`config.mk`:
```
export PLATFORM = sky130hd
export DESIGN_NAME = mem_arbiter_flat
export DESIGN_NICKNAME = d
export VERILOG_FILES = /design/src/rtl/mem_arb_pkg.sv /design/src/rtl/mem_arb_if.sv /design/src/rtl/mem_arbiter_rr_pick2.sv /design/src/rtl/mem_arbiter.sv /design/src/flat_wrapper.sv
export SDC_FILE = /design/constraint.sdc
export NUM_CORES = 1
export LEC_CHECK = 0
export ABC_AREA = 1
export BUFFER_PORTS_ARGS = -buffer_cell sky130_fd_sc_hd__buf_4
export CAP_MARGIN = 20
export CORE_ASPECT_RATIO = 1.75
export CORE_MARGIN = 3
export CORE_UTILIZATION = 35
export DETAILED_ROUTE_END_ITERATION = 12
export PLACE_DENSITY_LB_ADDON = 0.08
export SLEW_MARGIN = 20
export SYNTH_ARGS = -nofsm -noshare
export SYNTH_HDL_FRONTEND = slang
export SYNTH_HIERARCHICAL = 1
export SYNTH_SLANG_ARGS = --single-unit
```
`constraint.sdc`:
```
create_clock -name clk -period 1.77 [get_ports clk]
set_input_delay 0.177 -clock clk [delete_from_list [all_inputs] [get_ports clk]]
set_output_delay 0.177 -clock clk [all_outputs]
set_load 0.1 [all_outputs]
```
`src/rtl/mem_arb_pkg.sv`:
```
// Shared definitions for the two-port register-bank arbiter.
// Optional feature macro: MEM_ARB_INIT_EN (power-up zero-fill sweep of the bank).
package mem_arb_pkg;

    // Controller states; ST_INIT is only reachable when the init sweep is built in
    typedef enum logic [1:0] {
        ST_IDLE   = 2'd0,
        ST_ACCESS = 2'd1,
        ST_INIT   = 2'd2
    } state_e;

    // Requester identifiers, also the encoding of the round-robin pointer
    localparam logic REQ0 = 1'b0;
    localparam logic REQ1 = 1'b1;

endpackage

```
`src/rtl/mem_arb_if.sv`:
```
// Bundle of requester handshakes, read return path and bank command signals.
// The arbiter takes the slave view; requesters plus the bank take the master view.
// Optional feature macro: MEM_ARB_INIT_EN (only affects the meaning of busy).
interface mem_arb_if #(
    parameter int M = 8,
    parameter int N = 4
) ();

    logic         req0;
    logic         req1;
    logic         we0;
    logic         we1;
    logic [N-1:0] addr0;
    logic [N-1:0] addr1;
    logic [M-1:0] din0;
    logic [M-1:0] din1;
    logic         gnt0;
    logic         gnt1;
    logic         rvalid0;
    logic         rvalid1;
    logic [M-1:0] rdata;
    logic         busy;
    logic         mem_wrt;
    logic [N-1:0] mem_addr;
    logic [M-1:0] mem_din;
    logic [M-1:0] mem_dout;

    modport slave (
        input  req0, req1, we0, we1, addr0, addr1, din0, din1, mem_dout,
        output gnt0, gnt1, rvalid0, rvalid1, rdata, busy, mem_wrt, mem_addr, mem_din
    );

    modport master (
        output req0, req1, we0, we1, addr0, addr1, din0, din1, mem_dout,
        input  gnt0, gnt1, rvalid0, rvalid1, rdata, busy, mem_wrt, mem_addr, mem_din
    );

endinterface

```
`src/rtl/mem_arbiter_rr_pick2.sv`:
```
// Combinational two-way round-robin picker: on a tie the requester that was
// not served last wins, otherwise the single eligible requester wins.
module rr_pick2 (
    input  logic [1:0] elig_i,
    input  logic       last_i,
    output logic [1:0] gnt_o,
    output logic       valid_o
);

    // Tie-break against the most recently served requester
    always_comb begin
        gnt_o   = 2'b00;
        valid_o = |elig_i;
        if (elig_i == 2'b11) begin
            gnt_o = last_i ? 2'b01 : 2'b10;
        end else begin
            gnt_o = elig_i;
        end
    end

endmodule

```
`src/rtl/mem_arbiter.sv`:
```
// Round-robin arbiter and sequencer in front of a single-port register bank.
// All bank commands and requester outputs come straight from registers.
// Optional feature macro: MEM_ARB_INIT_EN adds an INIT state that zero-fills
// the bank after reset while holding busy high.
module mem_arbiter
    import mem_arb_pkg::*;
#(
    parameter int M = 8,
    parameter int N = 4
) (
    input  logic clk,
    input  logic rst_n,
    mem_arb_if.slave bus
);

    state_e       state_q, state_d;
    logic         last_q, last_d;
    logic [1:0]   gnt_q, gnt_d;
    logic [1:0]   rvalid_q, rvalid_d;
    logic [M-1:0] rdata_q, rdata_d;
    logic         wrt_q, wrt_d;
    logic [N-1:0] addr_q, addr_d;
    logic [M-1:0] din_q, din_d;
    logic [1:0]   elig;
    logic [1:0]   pick;
    logic         pick_valid;

`ifdef MEM_ARB_INIT_EN
    localparam logic [N:0] CNT_ONE = {{N{1'b0}}, 1'b1};
    logic [N:0]   cnt_q, cnt_d;
    logic         busy_q, busy_d;
`endif

    // A requester granted at the last edge still shows its old req; ignore it
    assign elig = {bus.req1 & ~gnt_q[1], bus.req0 & ~gnt_q[0]};

    rr_pick2 u_pick (
        .elig_i  (elig),
        .last_i  (last_q),
        .gnt_o   (pick),
        .valid_o (pick_valid)
    );

    // Next-state logic: arbitration, command latching, read return and init sweep
    always_comb begin
        state_d  = state_q;
        last_d   = last_q;
        gnt_d    = 2'b00;
        rvalid_d = gnt_q & {2{~wrt_q}};
        rdata_d  = (|rvalid_d) ? bus.mem_dout : rdata_q;
        wrt_d    = 1'b0;
        addr_d   = addr_q;
        din_d    = din_q;
`ifdef MEM_ARB_INIT_EN
        cnt_d    = cnt_q;
        busy_d   = 1'b0;
`endif
        case (state_q)
            ST_IDLE, ST_ACCESS: begin
                if (pick_valid) begin
                    gnt_d   = pick;
                    state_d = ST_ACCESS;
                    if (pick[1]) begin
                        addr_d = bus.addr1;
                        wrt_d  = bus.we1;
                        din_d  = bus.din1;
                        last_d = REQ1;
                    end else begin
                        addr_d = bus.addr0;
                        wrt_d  = bus.we0;
                        din_d  = bus.din0;
                        last_d = REQ0;
                    end
                end else begin
                    state_d = ST_IDLE;
                end
            end
`ifdef MEM_ARB_INIT_EN
            ST_INIT: begin
                if (cnt_q[N]) begin
                    state_d = ST_IDLE;
                end else begin
                    busy_d = 1'b1;
                    wrt_d  = 1'b1;
                    addr_d = cnt_q[N-1:0];
                    din_d  = '0;
                    cnt_d  = cnt_q + CNT_ONE;
                end
            end
`endif
            default: begin
                state_d = ST_IDLE;
            end
        endcase
    end

    // State and output registers; reset drops any pending access immediately
    always_ff @(posedge clk or negedge rst_n) begin
        if (!rst_n) begin
`ifdef MEM_ARB_INIT_EN
            state_q <= ST_INIT;
            cnt_q   <= '0;
            busy_q  <= 1'b0;
`else
            state_q <= ST_IDLE;
`endif
            last_q   <= REQ1;
            gnt_q    <= 2'b00;
            rvalid_q <= 2'b00;
            rdata_q  <= '0;
            wrt_q    <= 1'b0;
            addr_q   <= '0;
            din_q    <= '0;
        end else begin
`ifdef MEM_ARB_INIT_EN
            cnt_q  <= cnt_d;
            busy_q <= busy_d;
`endif
            state_q  <= state_d;
            last_q   <= last_d;
            gnt_q    <= gnt_d;
            rvalid_q <= rvalid_d;
            rdata_q  <= rdata_d;
            wrt_q    <= wrt_d;
            addr_q   <= addr_d;
            din_q    <= din_d;
        end
    end

    assign bus.gnt0     = gnt_q[0];
    assign bus.gnt1     = gnt_q[1];
    assign bus.rvalid0  = rvalid_q[0];
    assign bus.rvalid1  = rvalid_q[1];
    assign bus.rdata    = rdata_q;
    assign bus.mem_wrt  = wrt_q;
    assign bus.mem_addr = addr_q;
    assign bus.mem_din  = din_q;
`ifdef MEM_ARB_INIT_EN
    assign bus.busy     = busy_q;
`else
    assign bus.busy     = 1'b0;
`endif

endmodule

```
`src/flat_wrapper.sv`:
```
// flat-port wrapper written by rule: the top's interface ports become plain ports
module mem_arbiter_flat import mem_arb_pkg::*;
#(
    parameter int M = 8,
    parameter int N = 4
)
  (clk, rst_n, bus_req0, bus_req1, bus_we0, bus_we1, bus_addr0, bus_addr1, bus_din0, bus_din1, bus_mem_dout, bus_gnt0, bus_gnt1, bus_rvalid0, bus_rvalid1, bus_rdata, bus_busy, bus_mem_wrt, bus_mem_addr, bus_mem_din);
  mem_arb_if #(.M(M), .N(N)) bus_i ();
  input  logic clk;
  input  logic rst_n;
  input wire logic [$bits(bus_i.req0)-1:0] bus_req0;
  input wire logic [$bits(bus_i.req1)-1:0] bus_req1;
  input wire logic [$bits(bus_i.we0)-1:0] bus_we0;
  input wire logic [$bits(bus_i.we1)-1:0] bus_we1;
  input wire logic [$bits(bus_i.addr0)-1:0] bus_addr0;
  input wire logic [$bits(bus_i.addr1)-1:0] bus_addr1;
  input wire logic [$bits(bus_i.din0)-1:0] bus_din0;
  input wire logic [$bits(bus_i.din1)-1:0] bus_din1;
  input wire logic [$bits(bus_i.mem_dout)-1:0] bus_mem_dout;
  output wire logic [$bits(bus_i.gnt0)-1:0] bus_gnt0;
  output wire logic [$bits(bus_i.gnt1)-1:0] bus_gnt1;
  output wire logic [$bits(bus_i.rvalid0)-1:0] bus_rvalid0;
  output wire logic [$bits(bus_i.rvalid1)-1:0] bus_rvalid1;
  output wire logic [$bits(bus_i.rdata)-1:0] bus_rdata;
  output wire logic [$bits(bus_i.busy)-1:0] bus_busy;
  output wire logic [$bits(bus_i.mem_wrt)-1:0] bus_mem_wrt;
  output wire logic [$bits(bus_i.mem_addr)-1:0] bus_mem_addr;
  output wire logic [$bits(bus_i.mem_din)-1:0] bus_mem_din;
  assign bus_i.req0 = bus_req0;
  assign bus_i.req1 = bus_req1;
  assign bus_i.we0 = bus_we0;
  assign bus_i.we1 = bus_we1;
  assign bus_i.addr0 = bus_addr0;
  assign bus_i.addr1 = bus_addr1;
  assign bus_i.din0 = bus_din0;
  assign bus_i.din1 = bus_din1;
  assign bus_i.mem_dout = bus_mem_dout;
  assign bus_gnt0 = bus_i.gnt0;
  assign bus_gnt1 = bus_i.gnt1;
  assign bus_rvalid0 = bus_i.rvalid0;
  assign bus_rvalid1 = bus_i.rvalid1;
  assign bus_rdata = bus_i.rdata;
  assign bus_busy = bus_i.busy;
  assign bus_mem_wrt = bus_i.mem_wrt;
  assign bus_mem_addr = bus_i.mem_addr;
  assign bus_mem_din = bus_i.mem_din;
  mem_arbiter #(.M(M), .N(N)) u_core (.clk(clk), .rst_n(rst_n), .bus(bus_i));
endmodule
```
==> results of run 1 <==
## per-stage QoR
step / std cells / util [%] / worst slack, ns / area (um^2)
floorplan: 167 / - / 0.102 / 1240
global placement: 271 / 51.5 / 0.399 / 1750
detailed placement: 271 / 51.5 / 0.349 / 1750
CTS: 276 / 53.4 / 0.331 / 1810
global route: 276 / 53.4 / 0.155 / 1810
finish: 276 / 53.4 / 0.320 / 1810
## cell families (layout without fill, tap and decap cells)
group | count (synthesis) | after routing | share of synthesized area, %
other cells | 1 | 1 | 0.303
simple gates | 99 | 99 | 32.7
flops | 26 | 26 | 52.7
compound gates | 2 | 2 | 0.809
buf+inv | 39 | 103 | 13.5
## sequential cells by signal, summed over array words and instances, names as in the netlist
name	cells
u_core/gnt_q	2
u_core/rvalid_q	2
u_core/last_q	1
u_core/bus.mem_wrt	1
u_core/bus.mem_addr	4
u_core/bus.mem_din	8
u_core/bus.rdata	8
## cell type report
cell class	count	area share, %
sequential	26	36.1
timing repair buffer	65	27.7
multi-input combinational	102	23.0
inverter	34	7.03
tap	45	3.10
clock buffer	4	3.03
## placed cells by master (no fill, tap or decap), types with 2 or more instances in the layout
cell      synthesis  routed
clkbuf_8          0       4
dfrtp_1          25      23
inv_2             2       2
nand3_1          20      20
dfrtp_2           0       2
nand2_2           2       2
inv_1            32      32
buf_4             3      63
nor2_1            4       4
nand2_1          72      72
## where the power goes
group	total (mW)	leakage, nW	internal, mW	switching, mW
Clock	0.382	0.0288	0.199	0.184
Combinational	2.01	0.775	0.404	1.61
Sequential	0.869	0.314	0.775	0.0945
## timing repair
| item | CTS | global route |
|---|---|---|
| setup buffers | 0 | 0 |
| hold endpoints to repair | 25 | 0 |
| hold buffers | 1 | 0 |
## worst reg2reg max path: stages (launching register included)
cell,delay [ns]
dfrtp_2,0.42
nor2_1,0.21
a21oi_1,0.15
buf_12,0.17
inv_2,0.18
nand2_1,0.08
nand3_1,0.08
nand2_1,0.05
## worst max path at each step
stage	slack, ns	start	cells past startpoint	to
final	0.32	u_core/gnt_q[0]	7	u_core/bus.mem_addr[3]
after global routing	0.15	u_core/gnt_q[1]	8	u_core/bus.mem_addr[1]
after CTS	0.33	u_core/gnt_q[0]	7	u_core/bus.mem_din[3]
after detailed placement	0.35	u_core/gnt_q[0]	7	u_core/bus.mem_din[3]
after global placement	0.40	u_core/gnt_q[1]	7	u_core/bus.mem_wrt
after floorplan	0.10	u_core/bus.mem_wrt	5	u_core/bus.rdata[0]
## per-layer routing
layer	vias to the layer above	routed length, um	global-route usage (%)
li1	615	-	-
met1	530	1140	17.2
met2	43	1640	28.7
met3	2	218	2.31
met4	0	29	6.62
met5	-	0	0
==> out/summary.txt, run 1 <==
Synth-to-Final Area Change = 46.8%
Starting Density = 36.4%
top-area cell type share of the netlist area = 50.6%
ys async rst share = 100%
DRT Pass-1 Iters = 4
Max stage delay cell, worst path = dfrtp_2
Min-Delay Path Depth = 3
CP Launch Type = flip-flop
wire per inst = 11.0 um
hold path endpoint = u_core/bus.rdata[4]
initial antenna violation count = 0
EDFF count, synth = 0
period utilization = 81.9%
vias in the first global route = 1229
reg-to-reg startpoint = u_core/gnt_q[0]
register area = 654 um^2
GRT Util Overall = 15.7%
WL final = 3030 um
Power Density = 1800 nW/um^2
CP bufs+invs = 2
RSZ-0062 raised after global routing = no
Fmax = 690 MHz
CP cell instances = nor2_1, a21oi_1, buf_12, inv_2, nand2_1, nand3_1, nand2_1
CTS tree = done
Setup CP Type = reg2reg
die width = 50.9 um
# clock sinks = 26
# fillers = 319
Die ar. = 4310 um^2
Worst Setup End Kind = flip-flop
Worst Path Max Fanout = 15
Crit path largest cell delay = 0.42 ns
clock tree buffer depth = 2
Period minus WS final = 1.45 ns
Mapped Cells = 167
R2R Path End = u_core/bus.mem_addr[3]
worst vdd ir = 1.10 mV
port bufs = 62
ANT cells = 0
status = completed
hold violation count in the final report = 0
WHS = 0.0993 ns
routability-driven placement congestion ratio = 0.721
cell area after synthesis = 1240 um^2
H-tree depth = 1
Pwr Total = 3.26 mW
sequential share of the synthesized area = 52.7%
pin count of the biggest net entering global routing = 27
Worst Reg2Reg Path Length in Cells = 7
setup_tns = 0 ns
FF+latch count, synth = 26
core area = 3400 um^2
most instantiated cells after synthesis = nand2_1 (72), inv_1 (32), dfrtp_1 (25), nand3_1 (20), nor2_1 (4)
Critical Path Most Common Cell = nand2_1
Slew Viols, Final = 0
family with the most delay on the worst path = flip-flops
Syn Nets = 205
Worst Path Required = 1.93 ns
R2R setup slack = 0.32 ns
worst min path class = in2reg
Area contributors post-synth = dfrtp_1 (51%), nand2_1 (22%), inv_1 (9.7%)
share of layout cells above drive strength 1 = 32.5%
most common cell in the synthesized netlist = nand2_1
footprint of the multi-input gates = 418 um^2
Leak = 1.12 nW
worst path arrival time = 1.61 ns
Clock Pin Slew Worst Setup and Hold Paths = 0.09 ns
leading area contributor after synthesis = dfrtp_1
CTS root buffer = clkbuf_8
Die Y = 84.6 um
Syn Area/Cell = 7.40 um^2
maxcap violations = 0
Rows = 28
post-route ant nets = 0
synth warn = 6
Cell variety after synth = 15
Main synth FF type = dfrtp_1
vias per cell = 4.31
I/O pin count = 64
hpwl dp = 2310 um
endpoints failing setup = 0
final routed DRC violation total = 0
vias post-DR = 1190
worst skew pair latency = 0.27 ns
first-pass GRT wire length = 5240 um
Clock Skews = 0.00794 ns
DR iter-0 viols = 26
post_cts resized = 0
Worst Hold Launch = bus_mem_dout[4]
grt ovf = 0
TritonCTS buffer count = 3
Post-layout nets = 270
Note: power is estimated with default switching activity, not from simulation.
==> inputs of run 2 (changes only) <==
- ABC_AREA: 1 -> 0
- clock period: 1.77 -> 1.3 ns (I/O delays scaled with it)
==> run 2 against run 1 <==
Power increased by 32%. Highest routed layer unchanged. Via count decreased by 22%. Worst hold slack got worse by 0.0088 ns. First-iteration DRC count decreased by 85%. The run now ends with setup timing left.
==> out/summary.txt, run 2 <==
status = complete, but fails checks
violated checks = setup timing
Setup CP Type = reg2reg
Worst Setup End Kind = flip-flop
mux share of post-synthesis cell area = 20.4% (+20 points)
most instantiated cells after synthesis = dfrtp_1 (25), mux2i_1 (13), a21oi_1 (12), nor2_1 (12), mux2_2 (9)
maxcap violations = 0 (unchanged)
DR iter-0 viols = 4 (-85%)
TritonCTS buffer count = 3 (unchanged)
FF+latch count, synth = 26 (unchanged)
RSZ-0062 raised after global routing = yes
Syn Nets = 129 (-37%)
Main synth FF type = dfrtp_1
family with the most delay on the worst path = flip-flops
sequential share of the synthesized area = 57.4% (+4.7 points)
initial antenna violation count = 0 (unchanged)
CP Launch Point = u_core/gnt_q[1]
die width = 49.0 um (-3.7%)
period utilization = 107% (+25 points)
Worst Path Max Fanout = 6 (-9)
slack of the critical path = -0.0900 ns (-0.410 ns)
DRT Pass-1 Iters = 2 (-2)
Power Density = 2320 nW/um^2 (+29%)
vias post-DR = 932 (-22%)
setup_tns = -1.16 ns (-1.16 ns)
worst min path class = in2reg
Crit path largest cell delay = 0.50 ns (+0.08 ns)
worst path arrival time = 1.55 ns (-0.06 ns)
Post-layout nets = 200 (-26%)
synth warn = 6 (unchanged)
# fillers = 267 (-16%)
Post-Synth Simple-Gate Area = 8.49% (-24 points)
Clock Skews = 0.00252 ns (-0.00542 ns)
CP Launch Type = flip-flop
CP cell instances = nor2b_4, a21boi_4, buf_4, mux2i_1, a21oi_1
Leak = 0.921 nW (-18%)
Pwr Total = 4.30 mW (+32%)
Worst Hold Launch = bus_mem_dout[1]
WL final = 2600 um (-14%)
leading area contributor after synthesis = dfrtp_1
final routed DRC violation total = 0 (unchanged)
top-area cell type share of the netlist area = 55.1% (+4.5 points)
grt ovf = 0 (unchanged)
Die Y = 81.3 um (-3.9%)
Rows = 26 (-7.1%)
routability-driven placement congestion ratio = 0.782 (+8.5%)
worst vdd ir = 1.09 mV (-0.53%)
Worst Reg2Reg Path Length in Cells = 5 (-2)
R2R Path End = u_core/bus.mem_addr[2]
wire per inst = 12.8 um (+16%)
share of layout cells above drive strength 1 = 59.0% (+27 points)
commonest non-fill, non-tap cell in the layout = buf_4
vias per cell = 4.59 (+6.5%)
CTS root buffer = clkbuf_8
largest family of logic cells by synthesized area = multiplexers
CP Capture Point = u_core/bus.mem_addr[2]
ANT cells = 0 (unchanged)
reg-to-reg startpoint = u_core/gnt_q[1]
hold violation count in the final report = 0 (unchanged)
Fmax = 719 MHz (+4.3%)
port bufs = 62 (unchanged)
worst skew pair latency = 0.26 ns (about the same)
Max stage delay cell, worst path = dfrtp_4
H-tree depth = 1 (unchanged)
CTS tree = done
placed cells = 197 (-27%)
most frequent cells in the layout = buf_4 (67), dfrtp_1 (22), mux2i_1 (13)
post-route ant nets = 0 (unchanged)
adder-cell share of the synthesized area = 0% (unchanged)
Post-Synth XOR/XNOR Area = 0% (unchanged)
clock tree buffer depth = 2 (unchanged)
Cell variety after synth = 18 (+3)
Syn Area/Cell = 12.5 um^2 (+68%)
Slew Viols, Final = 0 (unchanged)
CP bufs+invs = 1 (-1)
Starting Density = 37.5% (+1.1 points)
complex-gate fraction of the synthesized area = 8.27% (+7.5 points)
Clock Pin Slew Worst Setup and Hold Paths = 0.09 ns (about the same)
GRT Util Overall = 13.8% (-1.8 points)
Synth-to-Final Area Change = 63.0%
most common cell in the synthesized netlist = dfrtp_1
first-pass GRT wire length = 4280 um (-18%)
core area = 3030 um^2 (-11%)
Crit path depth = 5 (-2)
pin count of the biggest net entering global routing = 27 (unchanged)
endpoints failing setup = 24 (+24)
R2R setup slack = -0.09 ns (-0.41 ns)
Mapped Cells = 91 (-46%)
Die ar. = 3990 um^2 (-7.4%)
vias in the first global route = 995 (-19%)
Period minus WS final = 1.39 ns (-0.0600 ns)
WHS = 0.0905 ns (-0.00878 ns)
I/O pin count = 64 (unchanged)
EDFF count, synth = 0 (unchanged)
# clock sinks = 26 (unchanged)
Worst Path Required = 1.46 ns (-0.47 ns)
Area contributors post-synth = dfrtp_1 (55%), mux2i_1 (11%), mux2_2 (8.9%)
ys async rst share = 100% (unchanged)
hpwl dp = 2090 um (-9.5%)
cell area after synthesis = 1130 um^2 (-8.2%)
Cell Count, Final, Fillers Out = 203 (-26%)
## run 2: cell types whose count changed after synthesis, sizes merged
cell,before,now
nand2,74,0
inv,34,1
nand3,20,0
mux2i,0,13
a21oi,1,12
mux2,0,9
nor2,4,12
nor2b,0,4
a21boi,0,2
and2,0,2
and2b,0,1
buf,5,6
o21ai,1,0
o21bai,0,1
## run 2: worst register-to-register path: cells and delay by family (launching register included)
kind | cells | cell delay (ns)
buf+inv | 1 | 0.19
compound gates | 2 | 0.29
mux | 1 | 0.19
simple gates | 1 | 0.12
flops | 1 | 0.50
## run 2: cell type report
class / instances / area (um^2) / share of cell area, %
Multi-Input combinational cell: 58 / 483 / 26.1
Clock inverter: 1 / 30.0 / 1.62
Sequential cell: 26 / 663 / 35.9
Clock buffer: 3 / 41.3 / 2.23
Inverter: 1 / 3.75 / 0.203
Tap cell: 42 / 52.6 / 2.84
Timing Repair Buffer: 72 / 576 / 31.1
## run 2: where the power goes
part           total, mW  internal, mW  switching (mW)
Combinational       2.49         0.670            1.82
Clock              0.662         0.411           0.250
Sequential          1.15          1.03           0.120
## run 2: routing by layer
| layer | global-route usage [%] | vias up | part of all wire, % |
|---|---|---|---|
| met5 | 0 | - | 0 |
| met4 | 5.13 | 0 | 0.58 |
| met3 | 3.12 | 2 | 7.1 |
| met2 | 27.7 | 39 | 58 |
| met1 | 13.6 | 443 | 35 |
| li1 | - | 448 | - |
## run 2: worst min path at each step
stage,end,slack (ns),depth (start not counted)
2_1_floorplan,u_core/bus.mem_addr[0],-0.17,0
3_3_place_gp,u_core/rvalid_q[0],0.06,1
3_5_place_dp,u_core/rvalid_q[0],0.06,1
4_1_cts,u_core/bus.rdata[1],0.08,2
5_1_grt,u_core/bus.rdata[4],0.08,2
6_report,u_core/bus.rdata[1],0.09,2
## run 2: repair_timing
| item | CTS | global route |
|---|---|---|
| endpoints found under the setup margin | 24 | 25 |
| hold endpoints to repair | 25 | 0 |
| setup buffers | 1 | 0 |
| pin swaps | 5 | 4 |
| gates resized for setup | 7 | 1 |
| hold buffers | 1 | 0 |
## run 2: metrics by stage
stage,utilization (%),worst slack (ns),area [um^2]
after global routing,61.1,-0.165,1850
after global placement,57.2,-0.127,1730
final,61.1,-0.0900,1850
after detailed placement,57.2,-0.155,1730
after CTS,61.0,-0.107,1850
after floorplan,-,-0.334,1200
## run 2: cells by family (layout without fill, tap and decap cells)
group,after synthesis,after routing
buffers and inverters,7,77
AND/OR/NAND/NOR,20,20
flip-flops,26,26
AO/OA/AOI/OAI,15,15
other,1,1
multiplexers,22,22
==> inputs of run 3 (changes only) <==
- CORE_UTILIZATION: 35 -> 39
==> run 3 against run 2 <==
Worst hold slack hardly changed. Cell count is 7.4% lower. Critical endpoint is now u_core/bus.mem_din[7]. The flow still finishes with violations (setup timing). Critical path type unchanged. Sequential cell count stayed put. Sequential share of layout area is 0.37 points higher.
==> out/summary.txt, run 3 (synthesis results as in run 2) <==
violated checks = setup timing
GRT Util Overall = 15.4% (+1.6 points)
metal3 WL = 257 um (+40%)
Worst Path Max Fanout = 13 (+7)
most frequent cells in the layout = buf_4 (65), dfrtp_1 (22), mux2i_1 (13)
# fillers = 239 (-10%)
status = complete, but fails checks
commonest non-fill, non-tap cell in the layout = buf_4
Die Y = 77.4 um (-4.9%)
worst skew pair latency = 0.26 ns (about the same)
core area = 2750 um^2 (-9.0%)
Synth-to-Final Area Change = 61.3%
Clock Pin Slew Worst Setup and Hold Paths = 0.09 ns (about the same)
CTS tree = done
DRT met1 WL = 883 um (-1.9%)
worst path arrival time = 1.57 ns (+0.02 ns)
CTS root buffer = clkbuf_8
vias in the first global route = 1004 (+0.90%)
vias per cell = 4.96 (+8.0%)
Rows = 25 (-3.8%)
routability-driven placement congestion ratio = 0.747 (-4.5%)
maxcap violations = 0 (unchanged)
Met2 Wirelength = 1410 um (-5.5%)
Pwr Total = 4.30 mW (about the same)
Power Density = 2350 nW/um^2 (+1.1%)
Setup CP Type = reg2reg
worst vdd ir = 1.14 mV (+4.3%)
Crit path depth = 5 (unchanged)
CP Capture Point = u_core/bus.mem_din[7]
DR iter-0 viols = 8 (+4)
TritonCTS buffer count = 3 (unchanged)
vias post-DR = 932 (unchanged)
footprint of the multi-input gates = 475 um^2 (-1.6%)
# clock sinks = 26 (unchanged)
CP Launch Point = u_core/gnt_q[1]
R2R setup slack = -0.12 ns (-0.03 ns)
H-tree depth = 1 (unchanged)
Top Metal Used = met4
Max stage delay cell, worst path = dfrtp_4
DRT Pass-1 Iters = 2 (unchanged)
hpwl dp = 1990 um (-4.6%)
CP bufs+invs = 1 (unchanged)
period utilization = 109% (+2.0 points)
die width = 46.8 um (-4.6%)
WL final = 2570 um (-0.92%)
Post-Route Utilization = 66.5% (+5.4 points)
R2R Path End = u_core/bus.mem_din[7]
Clock Skews = 0.00197 ns (-0.000551 ns)
clock tree buffer depth = 2 (unchanged)
final routed DRC violation total = 0 (unchanged)
Leak = 0.919 nW (-0.15%)
I/O pin count = 64 (unchanged)
family with the most delay on the worst path = flip-flops
CP Launch Type = flip-flop
Post-layout nets = 200 (unchanged)
reg-to-reg startpoint = u_core/gnt_q[1]
hold violation count in the final report = 0 (unchanged)
Crit path largest cell delay = 0.50 ns (about the same)
Worst Setup End Kind = flip-flop
post-route ant nets = 0 (unchanged)
Fmax = 706 MHz (-1.9%)
Worst Reg2Reg Path Length in Cells = 5 (unchanged)
RSZ-0062 raised after global routing = yes
pin count of the biggest net entering global routing = 27 (unchanged)
Worst Path Required = 1.46 ns (about the same)
worst min path class = in2reg
share of layout cells above drive strength 1 = 57.1% (-1.9 points)
grt ovf = 0 (unchanged)
Slew Viols, Final = 0 (unchanged)
register area = 663 um^2 (unchanged)
wire per inst = 13.7 um (+7.0%)
CP cell instances = nor2b_4, a21boi_4, buf_12, mux2i_1, a21oi_1
Die ar. = 3620 um^2 (-9.3%)
ANT cells = 0 (unchanged)
Starting Density = 41.2% (+3.7 points)
port bufs = 62 (unchanged)
Period minus WS final = 1.42 ns (+0.0262 ns)
initial antenna violation count = 0 (unchanged)
endpoints failing setup = 24 (unchanged)
slack of the critical path = -0.116 ns (-0.0262 ns)
first-pass GRT wire length = 4230 um (-1.3%)
run 3: per-layer routing:
layer,vias to the layer above,global-route usage [%]
met3,2,2.55
met2,41,29.7
met4,0,4.99
met5,-,0
li1,444,-
met1,445,14.9
run 3: worst min path at each step:
stage / start / to / slack [ns] / depth (start not counted)
2_1_floorplan: rst_n / u_core/bus.mem_addr[0] / -0.17 / 0
3_3_place_gp: rst_n / u_core/rvalid_q[1] / 0.06 / 1
3_5_place_dp: rst_n / u_core/rvalid_q[1] / 0.06 / 1
4_1_cts: bus_mem_dout[1] / u_core/bus.rdata[1] / 0.08 / 2
5_1_grt: bus_mem_dout[1] / u_core/bus.rdata[1] / 0.08 / 2
6_report: bus_mem_dout[1] / u_core/bus.rdata[1] / 0.09 / 2
run 3: layout make-up:
cell class | count | area share [%]
clock buffer | 3 | 2.26
clock inverter | 1 | 1.64
inverter | 1 | 0.205
multi-input combinational | 58 | 26.0
sequential | 26 | 36.2
tap | 27 | 1.85
timing repair buffer | 72 | 31.9
run 3: what timing repair did:
action	4_1_cts	5_1_grt
setup endpoints to repair	23	25
hold buffers	1	0
gates resized for setup	6	1
endpoints found under the hold margin	25	0
pin swaps	1	1
setup buffers	1	1
cloned	0	0
run 3: where the power goes:
part	leakage, nW	internal, mW	switching, mW
Combinational	0.584	0.669	1.81
Sequential	0.300	1.03	0.122
Clock	0.0357	0.412	0.255
Total	0.919	2.11	2.19
run 3: through the flow:
step                instances  hold WS (ns)  setup TNS [ns]  area (um^2)  worst slack, ns
floorplan                  91        -0.166           -5.33         1200           -0.334
global placement          181        0.0557           -1.11         1710          -0.0850
detailed placement        181        0.0635           -1.84         1710           -0.160
CTS                       187        0.0847           -1.68         1820           -0.131
global route              188        0.0798           -2.62         1830           -0.198
finish                    188        0.0906           -1.45         1830           -0.116
